[src/rtl/lsu_pkg.sv]
// Shared encodings for the load/store unit: access sizes, FSM states, byte-lane selects.
package lsu_pkg;

  localparam int unsigned DATA_W = 32;
  localparam int unsigned CNT_W  = 4;

  localparam logic [1:0] SZ_BYTE = 2'b00;
  localparam logic [1:0] SZ_HALF = 2'b01;
  localparam logic [1:0] SZ_WORD = 2'b10;
  localparam logic [1:0] SZ_ILL  = 2'b11;

  localparam logic [1:0] ST_IDLE   = 2'd0;
  localparam logic [1:0] ST_ACCESS = 2'd1;
  localparam logic [1:0] ST_RESP   = 2'd2;

  // Big-endian lanes: bit 3 enables data[31:24] (byte offset 0)
  localparam logic [3:0] SEL_NONE = 4'b0000;
  localparam logic [3:0] SEL_B0   = 4'b1000;
  localparam logic [3:0] SEL_B1   = 4'b0100;
  localparam logic [3:0] SEL_B2   = 4'b0010;
  localparam logic [3:0] SEL_B3   = 4'b0001;
  localparam logic [3:0] SEL_H0   = 4'b1100;
  localparam logic [3:0] SEL_H1   = 4'b0011;
  localparam logic [3:0] SEL_W    = 4'b1111;

endpackage

[src/rtl/lsu_lane_align.sv]
// Combinational big-endian lane steering: store replication/byte enables,
// load lane extraction with sign/zero extension, and alignment/size error.
module lsu_lane_align
  import lsu_pkg::*;
(
  input  logic [1:0]        size_i,
  input  logic [1:0]        off_i,
  input  logic              signed_i,
  input  logic [DATA_W-1:0] wdata_i,
  input  logic [DATA_W-1:0] rdata_i,
  output logic [3:0]        sel_o,
  output logic [DATA_W-1:0] wdata_o,
  output logic [DATA_W-1:0] rdata_o,
  output logic              err_o
);

  logic [7:0]  byte_v;
  logic [15:0] half_v;

  always_comb begin
    sel_o   = SEL_NONE;
    wdata_o = '0;
    rdata_o = '0;
    err_o   = 1'b0;
    byte_v  = 8'h00;
    half_v  = 16'h0000;
    case (size_i)
      SZ_BYTE: begin
        wdata_o = {4{wdata_i[7:0]}};
        case (off_i)
          2'd0:    begin sel_o = SEL_B0; byte_v = rdata_i[31:24]; end
          2'd1:    begin sel_o = SEL_B1; byte_v = rdata_i[23:16]; end
          2'd2:    begin sel_o = SEL_B2; byte_v = rdata_i[15:8];  end
          default: begin sel_o = SEL_B3; byte_v = rdata_i[7:0];   end
        endcase
        rdata_o = signed_i ? {{24{byte_v[7]}}, byte_v} : {24'h000000, byte_v};
      end
      SZ_HALF: begin
        wdata_o = {2{wdata_i[15:0]}};
        err_o   = off_i[0];
        if (off_i[1]) begin
          sel_o  = SEL_H1;
          half_v = rdata_i[15:0];
        end else begin
          sel_o  = SEL_H0;
          half_v = rdata_i[31:16];
        end
        rdata_o = signed_i ? {{16{half_v[15]}}, half_v} : {16'h0000, half_v};
      end
      SZ_WORD: begin
        sel_o   = SEL_W;
        wdata_o = wdata_i;
        rdata_o = rdata_i;
        err_o   = |off_i;
      end
      default: err_o = 1'b1;
    endcase
  end

endmodule

[src/rtl/lsu_mem_ctrl.sv]
// Load/store initiator between the MEM stage and a byte-laned word RAM.
// One request at a time: IDLE -> ACCESS (WAIT_CYCLES+1 cycles) -> RESP.
module lsu_mem_ctrl
  import lsu_pkg::*;
#(
  parameter int unsigned ADDR_W      = 32,
  parameter int unsigned WAIT_CYCLES = 0
) (
  input  logic              clk,
  input  logic              rst,
  input  logic              req_valid_i,
  output logic              req_ready_o,
  input  logic              req_we_i,
  input  logic [1:0]        req_size_i,
  input  logic              req_signed_i,
  input  logic [ADDR_W-1:0] req_addr_i,
  input  logic [DATA_W-1:0] req_wdata_i,
  output logic              resp_valid_o,
  output logic [DATA_W-1:0] resp_rdata_o,
  output logic              resp_err_o,
  output logic              stall_o,
  output logic              mem_ce_o,
  output logic              mem_we_o,
  output logic [ADDR_W-1:0] mem_addr_o,
  output logic [3:0]        mem_sel_o,
  output logic [DATA_W-1:0] mem_data_o,
  input  logic [DATA_W-1:0] mem_data_i
);

  localparam logic [CNT_W-1:0] WAIT_INIT = CNT_W'(WAIT_CYCLES);

  logic [1:0]        state_q, state_d;
  logic [CNT_W-1:0]  cnt_q, cnt_d;
  logic              we_q, we_d, signed_q, signed_d;
  logic [1:0]        size_q, size_d, off_q, off_d;
  logic              ready_q, ready_d, valid_q, valid_d, err_q, err_d;
  logic [DATA_W-1:0] rdata_q, rdata_d, mdata_q, mdata_d;
  logic              ce_q, ce_d, mwe_q, mwe_d;
  logic [ADDR_W-1:0] maddr_q, maddr_d;
  logic [3:0]        sel_q, sel_d;

  logic              idle_c;
  logic [1:0]        al_size_c, al_off_c;
  logic              al_signed_c, al_err_c;
  logic [3:0]        al_sel_c;
  logic [DATA_W-1:0] al_wdata_c, al_rdata_c;

  // Aligner sees the incoming request in IDLE, the captured request otherwise
  assign idle_c      = (state_q == ST_IDLE);
  assign al_size_c   = idle_c ? req_size_i       : size_q;
  assign al_off_c    = idle_c ? req_addr_i[1:0]  : off_q;
  assign al_signed_c = idle_c ? req_signed_i     : signed_q;

  lsu_lane_align u_align (
    .size_i   (al_size_c),
    .off_i    (al_off_c),
    .signed_i (al_signed_c),
    .wdata_i  (req_wdata_i),
    .rdata_i  (mem_data_i),
    .sel_o    (al_sel_c),
    .wdata_o  (al_wdata_c),
    .rdata_o  (al_rdata_c),
    .err_o    (al_err_c)
  );

  always_comb begin
    state_d  = state_q;
    cnt_d    = cnt_q;
    we_d     = we_q;
    size_d   = size_q;
    signed_d = signed_q;
    off_d    = off_q;
    ready_d  = 1'b0;
    valid_d  = 1'b0;
    err_d    = 1'b0;
    rdata_d  = '0;
    ce_d     = 1'b0;
    mwe_d    = 1'b0;
    maddr_d  = '0;
    sel_d    = SEL_NONE;
    mdata_d  = '0;
    case (state_q)
      ST_IDLE: begin
        if (req_valid_i) begin
          we_d     = req_we_i;
          size_d   = req_size_i;
          signed_d = req_signed_i;
          off_d    = req_addr_i[1:0];
          if (al_err_c) begin
            state_d = ST_RESP;
            valid_d = 1'b1;
            err_d   = 1'b1;
          end else begin
            state_d = ST_ACCESS;
            cnt_d   = WAIT_INIT;
            ce_d    = 1'b1;
            mwe_d   = req_we_i && (WAIT_INIT == '0);
            maddr_d = {req_addr_i[ADDR_W-1:2], 2'b00};
            sel_d   = al_sel_c;
            mdata_d = al_wdata_c;
          end
        end else begin
          ready_d = 1'b1;
        end
      end
      ST_ACCESS: begin
        if (cnt_q == '0) begin
          state_d = ST_RESP;
          valid_d = 1'b1;
          rdata_d = we_q ? '0 : al_rdata_c;
        end else begin
          cnt_d   = cnt_q - CNT_W'(1);
          ce_d    = 1'b1;
          mwe_d   = we_q && (cnt_q == CNT_W'(1));
          maddr_d = maddr_q;
          sel_d   = sel_q;
          mdata_d = mdata_q;
        end
      end
      default: begin
        state_d = ST_IDLE;
        ready_d = 1'b1;
      end
    endcase
  end

  always_ff @(posedge clk or negedge rst) begin
    if (!rst) begin
      state_q  <= ST_IDLE;
      cnt_q    <= '0;
      we_q     <= 1'b0;
      size_q   <= 2'b00;
      signed_q <= 1'b0;
      off_q    <= 2'b00;
      ready_q  <= 1'b1;
      valid_q  <= 1'b0;
      err_q    <= 1'b0;
      rdata_q  <= '0;
      ce_q     <= 1'b0;
      mwe_q    <= 1'b0;
      maddr_q  <= '0;
      sel_q    <= SEL_NONE;
      mdata_q  <= '0;
    end else begin
      state_q  <= state_d;
      cnt_q    <= cnt_d;
      we_q     <= we_d;
      size_q   <= size_d;
      signed_q <= signed_d;
      off_q    <= off_d;
      ready_q  <= ready_d;
      valid_q  <= valid_d;
      err_q    <= err_d;
      rdata_q  <= rdata_d;
      ce_q     <= ce_d;
      mwe_q    <= mwe_d;
      maddr_q  <= maddr_d;
      sel_q    <= sel_d;
      mdata_q  <= mdata_d;
    end
  end

  // Stall drops in RESP so the pipeline advances with the response
  assign stall_o      = (state_q == ST_ACCESS) | (idle_c & req_valid_i);
  assign req_ready_o  = ready_q;
  assign resp_valid_o = valid_q;
  assign resp_rdata_o = rdata_q;
  assign resp_err_o   = err_q;
  assign mem_ce_o     = ce_q;
  assign mem_we_o     = mwe_q;
  assign mem_addr_o   = maddr_q;
  assign mem_sel_o    = sel_q;
  assign mem_data_o   = mdata_q;

endmodule

[config.mk]
export PLATFORM = sky130hd
export DESIGN_NAME = lsu_mem_ctrl
export DESIGN_NICKNAME = d
export VERILOG_FILES = /design/src/rtl/lsu_pkg.sv /design/src/rtl/lsu_lane_align.sv /design/src/rtl/lsu_mem_ctrl.sv
export SDC_FILE = /design/constraint.sdc
export NUM_CORES = 1
export LEC_CHECK = 0
export ABC_AREA = 1
export BUFFER_PORTS_ARGS = -buffer_cell sky130_fd_sc_hd__buf_4
export CELL_PAD_IN_SITES_DETAIL_PLACEMENT = 1
export CELL_PAD_IN_SITES_GLOBAL_PLACEMENT = 2
export CORE_MARGIN = 5
export CORE_UTILIZATION = 27
export CTS_CLUSTER_DIAMETER = 40
export DETAILED_ROUTE_END_ITERATION = 8
export GPL_TIMING_DRIVEN = 0
export PLACE_DENSITY_LB_ADDON = 0.2
export REMOVE_ABC_BUFFERS = 1
export SLEW_MARGIN = 40
export SYNTH_ARGS = -nofsm -noshare
export SYNTH_HDL_FRONTEND = slang
export SYNTH_SLANG_ARGS = --single-unit
[constraint.sdc]
create_clock -name clk -period 1.8 [get_ports clk]
set_input_delay 0.36 -clock clk [delete_from_list [all_inputs] [get_ports clk]]
set_output_delay 0.36 -clock clk [all_outputs]
set_load 0.05 [all_outputs]
# After elaboration in Yosys (flattened, before gate mapping)
# Index checks and enable logic that the tools add are counted.
[totals]
rom_bits = 0
latch_bits = 0
reg_bits = 117
out_inout_bits = 106
inputBits = 103
ramBits = 0
wordCells = 88
n_memories = 0
[classes]
order_cmp = 0
n_addsub = 1
mul = 0
bitwise = 2
muxes = 50
n_shift = 0
n_reduce_logical = 10
div_mod_pow = 0
n_eq_ne = 10
[op_table]
columns = ["operator", "n"]
rows = [
  ["$mux W32", 10],
  ["$pmux W32 S3", 2],
  ["$pmux W32 S2", 2],
  ["$mux W4", 7],
  ["$pmux W4 S3", 2],
  ["$pmux W8 S3", 1],
  ["$mux W16", 1],
  ["$pmux W4 S2", 2],
  ["$mux W1", 12],
  ["$mux W2", 5],
  ["$ne A2 B2 Y1 const B", 4],
  ["$pmux W1 S2", 4],
  ["$eq A2 B1 Y1 const B", 3],
  ["$logic_not A2 Y1", 3],
  ["$eq A2 B2 Y1 const B", 2],
  ["$eq A4 B1 Y1 const B", 1],
  ["$logic_not A4 Y1", 1],
  ["$pmux W2 S2", 1],
  ["$reduce_and A2 Y1", 2],
  ["$reduce_and A4 Y1", 1],
  ["$sub A4 B1 Y4 const B", 1],
  ["$pmux W1 S3", 1],
  ["$reduce_bool A2 Y1", 1],
  ["$reduce_or A2 Y1", 1],
  ["3 further kinds", 3],
]

# Logic depth before layout (Yosys ltp)
[depth]
depth_word = 9
depth_mapped = 12
ltp_nobuf = 10

# By module
# From an unflattened synthesis, not the netlist that was laid out.
[hier_totals]
hier_cells = 777
area_unflattened_um2 = 5708.0
[modules_own_cells]
columns = ["mod", "area_per_inst_um2", "seq_area_each_um2", "cells_each", "n_inst"]
rows = [
  ["lsu_mem_ctrl", 4481.8, 2879.0, 488, 1],
  ["lsu_lane_align", 1226.2, 0.0, 289, 1],
]

# Least setup slack after synthesis
# OpenSTA, ideal clock, no wires.
[synth_path]
kind = "reg-to-output"
start = "reg state_q[0]"
end = "out stall_o"
path_stages_with_launch = 7
slack_ns = 0.075
arrival_ns = 1.365
path_buffers = 1
required_time_ns = 1.440
cell_sequence = "dfrtp_1 > nor2_4 > buf_6 > nand2_2 > inv_1 > nor2_1 > inv_1"
[synth_via]
elab_chain_len = 3
word_cells_on_any_way = 4
cone_classes = "eq/ne (1); bitwise (2); reduce/logical (1)"
[synth_rtl]
columns = ["element", "line", "rtl"]
rows = [
  ["start: declaration", "lsu_mem_ctrl.sv:32", "logic [1:0] state_q, state_d;"],
  ["start signal: assignment", "lsu_mem_ctrl.sv:145", "state_q <= state_d;"],
  ["$logic_not A2 Y1", "lsu_mem_ctrl.sv:49", "assign idle_c = (state_q == ST_IDLE);"],
  ["$and A1 B1 Y1", "lsu_mem_ctrl.sv:164", "assign stall_o = (state_q == ST_ACCESS) | (idle_c & req_valid_i);"],
  ["$or A1 B1 Y1 (*)", "lsu_mem_ctrl.sv:164", ""],
  ["end: declaration", "lsu_mem_ctrl.sv:21", "output logic stall_o,"],
]
# Mark *: on every way between the ends. The rest lies on a longest branch, timed or not.

# Worst setup path after layout
[layout_path]
start = "reg state_q[0]"
end = "reg rdata_q[30], in the netlist resp_rdata_o[30]"
[layout_via]
elab_chain_len = 9
word_cells_on_any_way = 19
cone_classes = "eq/ne (5); mux (11); reduce/logical (3)"
[layout_rtl]
columns = ["element", "line", "rtl"]
rows = [
  ["$logic_not A2 Y1", "lsu_mem_ctrl.sv:49", ""],
  ["$mux W2", "lsu_mem_ctrl.sv:51", "assign al_off_c = idle_c ? req_addr_i[1:0] : off_q;"],
  ["$eq A2 B2 Y1, or another cell as far along", "lsu_lane_align.sv:30", "case (off_i)"],
  ["$pmux W8 S3", "lsu_lane_align.sv:30", ""],
  ["$mux W32", "lsu_lane_align.sv:36", "rdata_o = signed_i ? {{24{byte_v[7]}}, byte_v} : {24'h000000, byte_v};"],
  ["$pmux W32 S3", "lsu_lane_align.sv:27", "case (size_i)"],
  ["$mux W32", "lsu_mem_ctrl.sv:110", "rdata_d = we_q ? '0 : al_rdata_c;"],
  ["$mux W32", "lsu_mem_ctrl.sv:107", "if (cnt_q == '0) begin"],
  ["$mux W32 (*)", "lsu_mem_ctrl.sv:82", "case (state_q)"],
  ["via rdata_d[30]", "lsu_mem_ctrl.sv:37", "logic [DATA_W-1:0] rdata_q, rdata_d, mdata_q, mdata_d;"],
  ["end signal: assignment", "lsu_mem_ctrl.sv:154", "rdata_q <= rdata_d;"],
  ["end: declaration", "lsu_mem_ctrl.sv:37", ""],
]
# Mark *: on every way through the listed nets, which the timed path passes. The rest lies on a longest branch.
# A chain may end at the register's enable or synchronous reset.

==> metrics.yaml <==
finish:
  layout-drive-gt1-share_pct: 46.30
  area_growth_pct: 67.90
  n_antenna_cell: 0
  layout.nets: 1093
  design_area_sq_um: 9582
  final_core_util_pct: 45.87
  stdcell_count: 1275
  fill_cells: 2451
synth:
  synthFlopType: "dfrtp_1"
  synth_top_area_share_pct: 49.99
  async_flop_share_pct: 100.0
  yosysTopAreaCell: "dfrtp_1"
  ys_seq_elements: 115
  yosys.cell_types.count: 33
  synth_common_cells: "nand2_1, dfrtp_1, inv_1"
  synth_most_common_cell: "nand2_1"
  ys_top_cells_by_area: "dfrtp_1, nand2_1, inv_1"
  syn_area_sq_um: 5707
  yosysWarnings: 0
  synthCells: 715
  ys_seq_area_share_pct: 50.45
  synth_edf_count: 0
  synth.avg_cell_area_sq_um: 7.981
setup_path:
  reg2reg_slack_ps: -160
  rr_startpoint: "state_q[0]$_DFFE_PN0P_"
  crit_chain: "nor2_4, buf_6, buf_6, o21ai_4, buf_6, nor2_4, nand3_4, nand2_1, inv_1, a21oi_2"
  crit_path_end_kind: "flip-flop"
  critical_path.max_stage_delay_ps: 430
  startpoint_type: "flip-flop"
  reg2reg_depth: 10
  worstPathRequired_ps: 2140
  crit_path_max_fanout: 8
  crit_slowest_cell: "dfrtp_1"
  crit_family: "simple AND/OR/NAND/NOR gates"
  critPathBufInv: 4
  crit_type: "flip-flop to flip-flop"
  critPathMostFrequentCell: "buf_6"
  cp.arrival_ps: 2300
  reg2reg_to: "resp_rdata_o[30]$_DFF_PN0_"
sta:
  hold_viol_final: 0
  fin_worst_skew_ps: 12.80
  relSlewSlack_pct: 52.35
  worst_pin_slew_ps: 713.9
  finalMaxSlewViolations: 0
  setup_violations: 87
  timing.final.crit_share_pct: 108.9
  worst_slack_ps: -160.3
  rsz0062_at_grt: "true"
  max_freq_mhz: 510.1
  finalCriticalPeriod_ps: 1960
route:
  detail-route-antenna-nets: 0
  maxUsedRoutingLayer: "met4"
  num_vias: 5872
  drt_pass1_iterations: 4
  drt-total-wl_mm: 24.68
  wl_met1_mm: 10.90
  routed_via_density: 4.605
  drtIter0Drc: 256
  wl_met2_mm: 12.20
  drcViolationCount: 0
  routedWlPerCell_microns: 19.36
  met3_length_mm: 1.251
power_and_ir_drop:
  p_leak_nw: 4.960
  power_mw: 19.31
  p_per_area_nw_per_um2: 2015
  vdd_drop_max_v: 0.001254
clock_tree:
  cts_buffers: 17
  clk-insertion-delay-late_ps: 420
  clock-sinks: 115
  clockRootBuffer: "clkbuf_16"
  worst_setup_hold_path_clk_slew_ps: 60
  clockBufferDepth: 2
  cts_tree: "yes"
  htree_levels: 4
hold_path:
  holdPathStages: 3
  hold_end: "mem_addr_o[14]$_DFFE_PN0N_"
  min_from: "req_addr_i[14]"
  hp-class: "input pin to flip-flop"
placement:
  numPortBuffers: 206
  dp_hpwl_mm: 13.76
  dp_cells: 1164
  place.gp.congestion: 0.7242
  post_dp_cell_area_sq_um: 7436
die:
  dieArea_sq_um: 24140
  die_height_microns: 155.4
  initial_core_util_pct: 27.32
  ios: 209
  die_x_microns: 155.4
  core_sq_um: 20890
  num_rows: 53
global_route:
  grt_max_degree: 69
  antenna_found_initial: 0
  grt_overflow: 0
  grt_pass1_wl_mm: 35.69
  grt_use_total_pct: 19.23
  first_global_vias: 6069
status:
  status: "finished, violations left"
  violations: "setup timing"
flow_run:
  maxCapViolCount: 0
==> metrics by stage <==
stage,setup TNS (ps),hold slack [ps],worst slack (ps)
finish,-6820,134.5,-160.3
global route,-15000,115.9,-259.7
CTS,-1719,113.3,-139.2
detailed placement,-93310,295.6,-1195
global placement,-173630,464.3,-2006
floorplan,-50630,64.41,-623.4
==> tightest hold or removal path, stage by stage <==
cell	delay (ps)
buf_4	80
nand2_1	40
nand2_1	40
==> cells in the final DEF, fill, tap and decap left out, types with 12 or more instances in the layout <==
master	instances
nand2_1	288
buf_4	235
dfrtp_1	113
inv_1	37
nand2_2	34
a21oi_2	29
nand3_1	26
buf_6	20
clkbuf_16	19
inv_2	18
o21ai_0	17
nand2_4	17
nor2_1	14
o21ai_2	12
==> area by class of cell <==
class                   count  area [sq um]  share of cell area, %
inverters                  60         301.5                  3.147
clock buffers              19         442.9                  4.623
repair inverters            5         83.83                 0.8749
multi-input cells         515          2967                  30.96
flip-flops and latches    115          2880                  30.06
clock inverters            13         205.2                  2.142
repair buffers            273          2357                  24.60
well taps                 275         344.1                  3.591
==> metal layers <==
metal  GRT usage [%]  up-vias
met5               0        -
met4           4.919        0
met3           3.839       29
met2           31.96      172
met1           25.72     2866
li1                -     2805
==> power breakdown <==
part | internal (mW) | switching (mW) | leakage (nW)
Sequential | 3.25 | 0.405 | 1.56
Combinational | 4.16 | 7.72 | 3.09
Clock | 2.49 | 1.28 | 0.309
==> how the worst max path moves through the flow <==
stage / to / depth (start not counted) / from / slack, ps
6_report: resp_rdata_o[30]$_DFF_PN0_ / 10 / state_q[0]$_DFFE_PN0P_ / -160
5_1_grt: resp_rdata_o[30]$_DFF_PN0_ / 10 / state_q[0]$_DFFE_PN0P_ / -260
4_1_cts: stall_o / 7 / state_q[1]$_DFFE_PN0P_ / -140
3_5_place_dp: mem_addr_o[15]$_DFFE_PN0N_ / 9 / state_q[0]$_DFFE_PN0P_ / -1200
3_3_place_gp: mem_data_o[3]$_DFFE_PN0N_ / 7 / cnt_q[0]$_DFFE_PN0P_ / -2010
2_1_floorplan: mem_sel_o[3]$_DFFE_PN0N_ / 7 / cnt_q[0]$_DFFE_PN0P_ / -620
==> state kept, by name, indices dropped and copies added, names as in the netlist <==
signal and cells:
mem_addr_o 30, req_ready_o 1, resp_err_o 1, resp_valid_o 1, mem_data_o 32, mem_sel_o 4
mem_ce_o 1, mem_we_o 1, state_q 2, size_q 2, resp_rdata_o 32, we_q 1
off_q 2, signed_q 1, cnt_q 4
==> kinds of logic after synthesis <==
kind of cell	after synthesis	share of synthesized area (%)
AND/OR/NAND/NOR	404	29.66
flip-flops	115	50.45
AO/OA/AOI/OAI	95	10.66
buffers and inverters	95	8.200
adder cells (fa/ha/maj)	3	0.6578
XOR/XNOR	2	0.3070
other	1	0.06571
==> repair_timing <==
action / in CTS / in global routing
cloned: 10 / 7
gates resized for setup: 99 / 102
setup endpoints to repair: 109 / 103
endpoints found under the hold margin: 46 / 0
hold buffers: 1 / 0
pin swaps: 21 / 53
setup buffers: 42 / 19
Power figures use the tool's default switching activity.
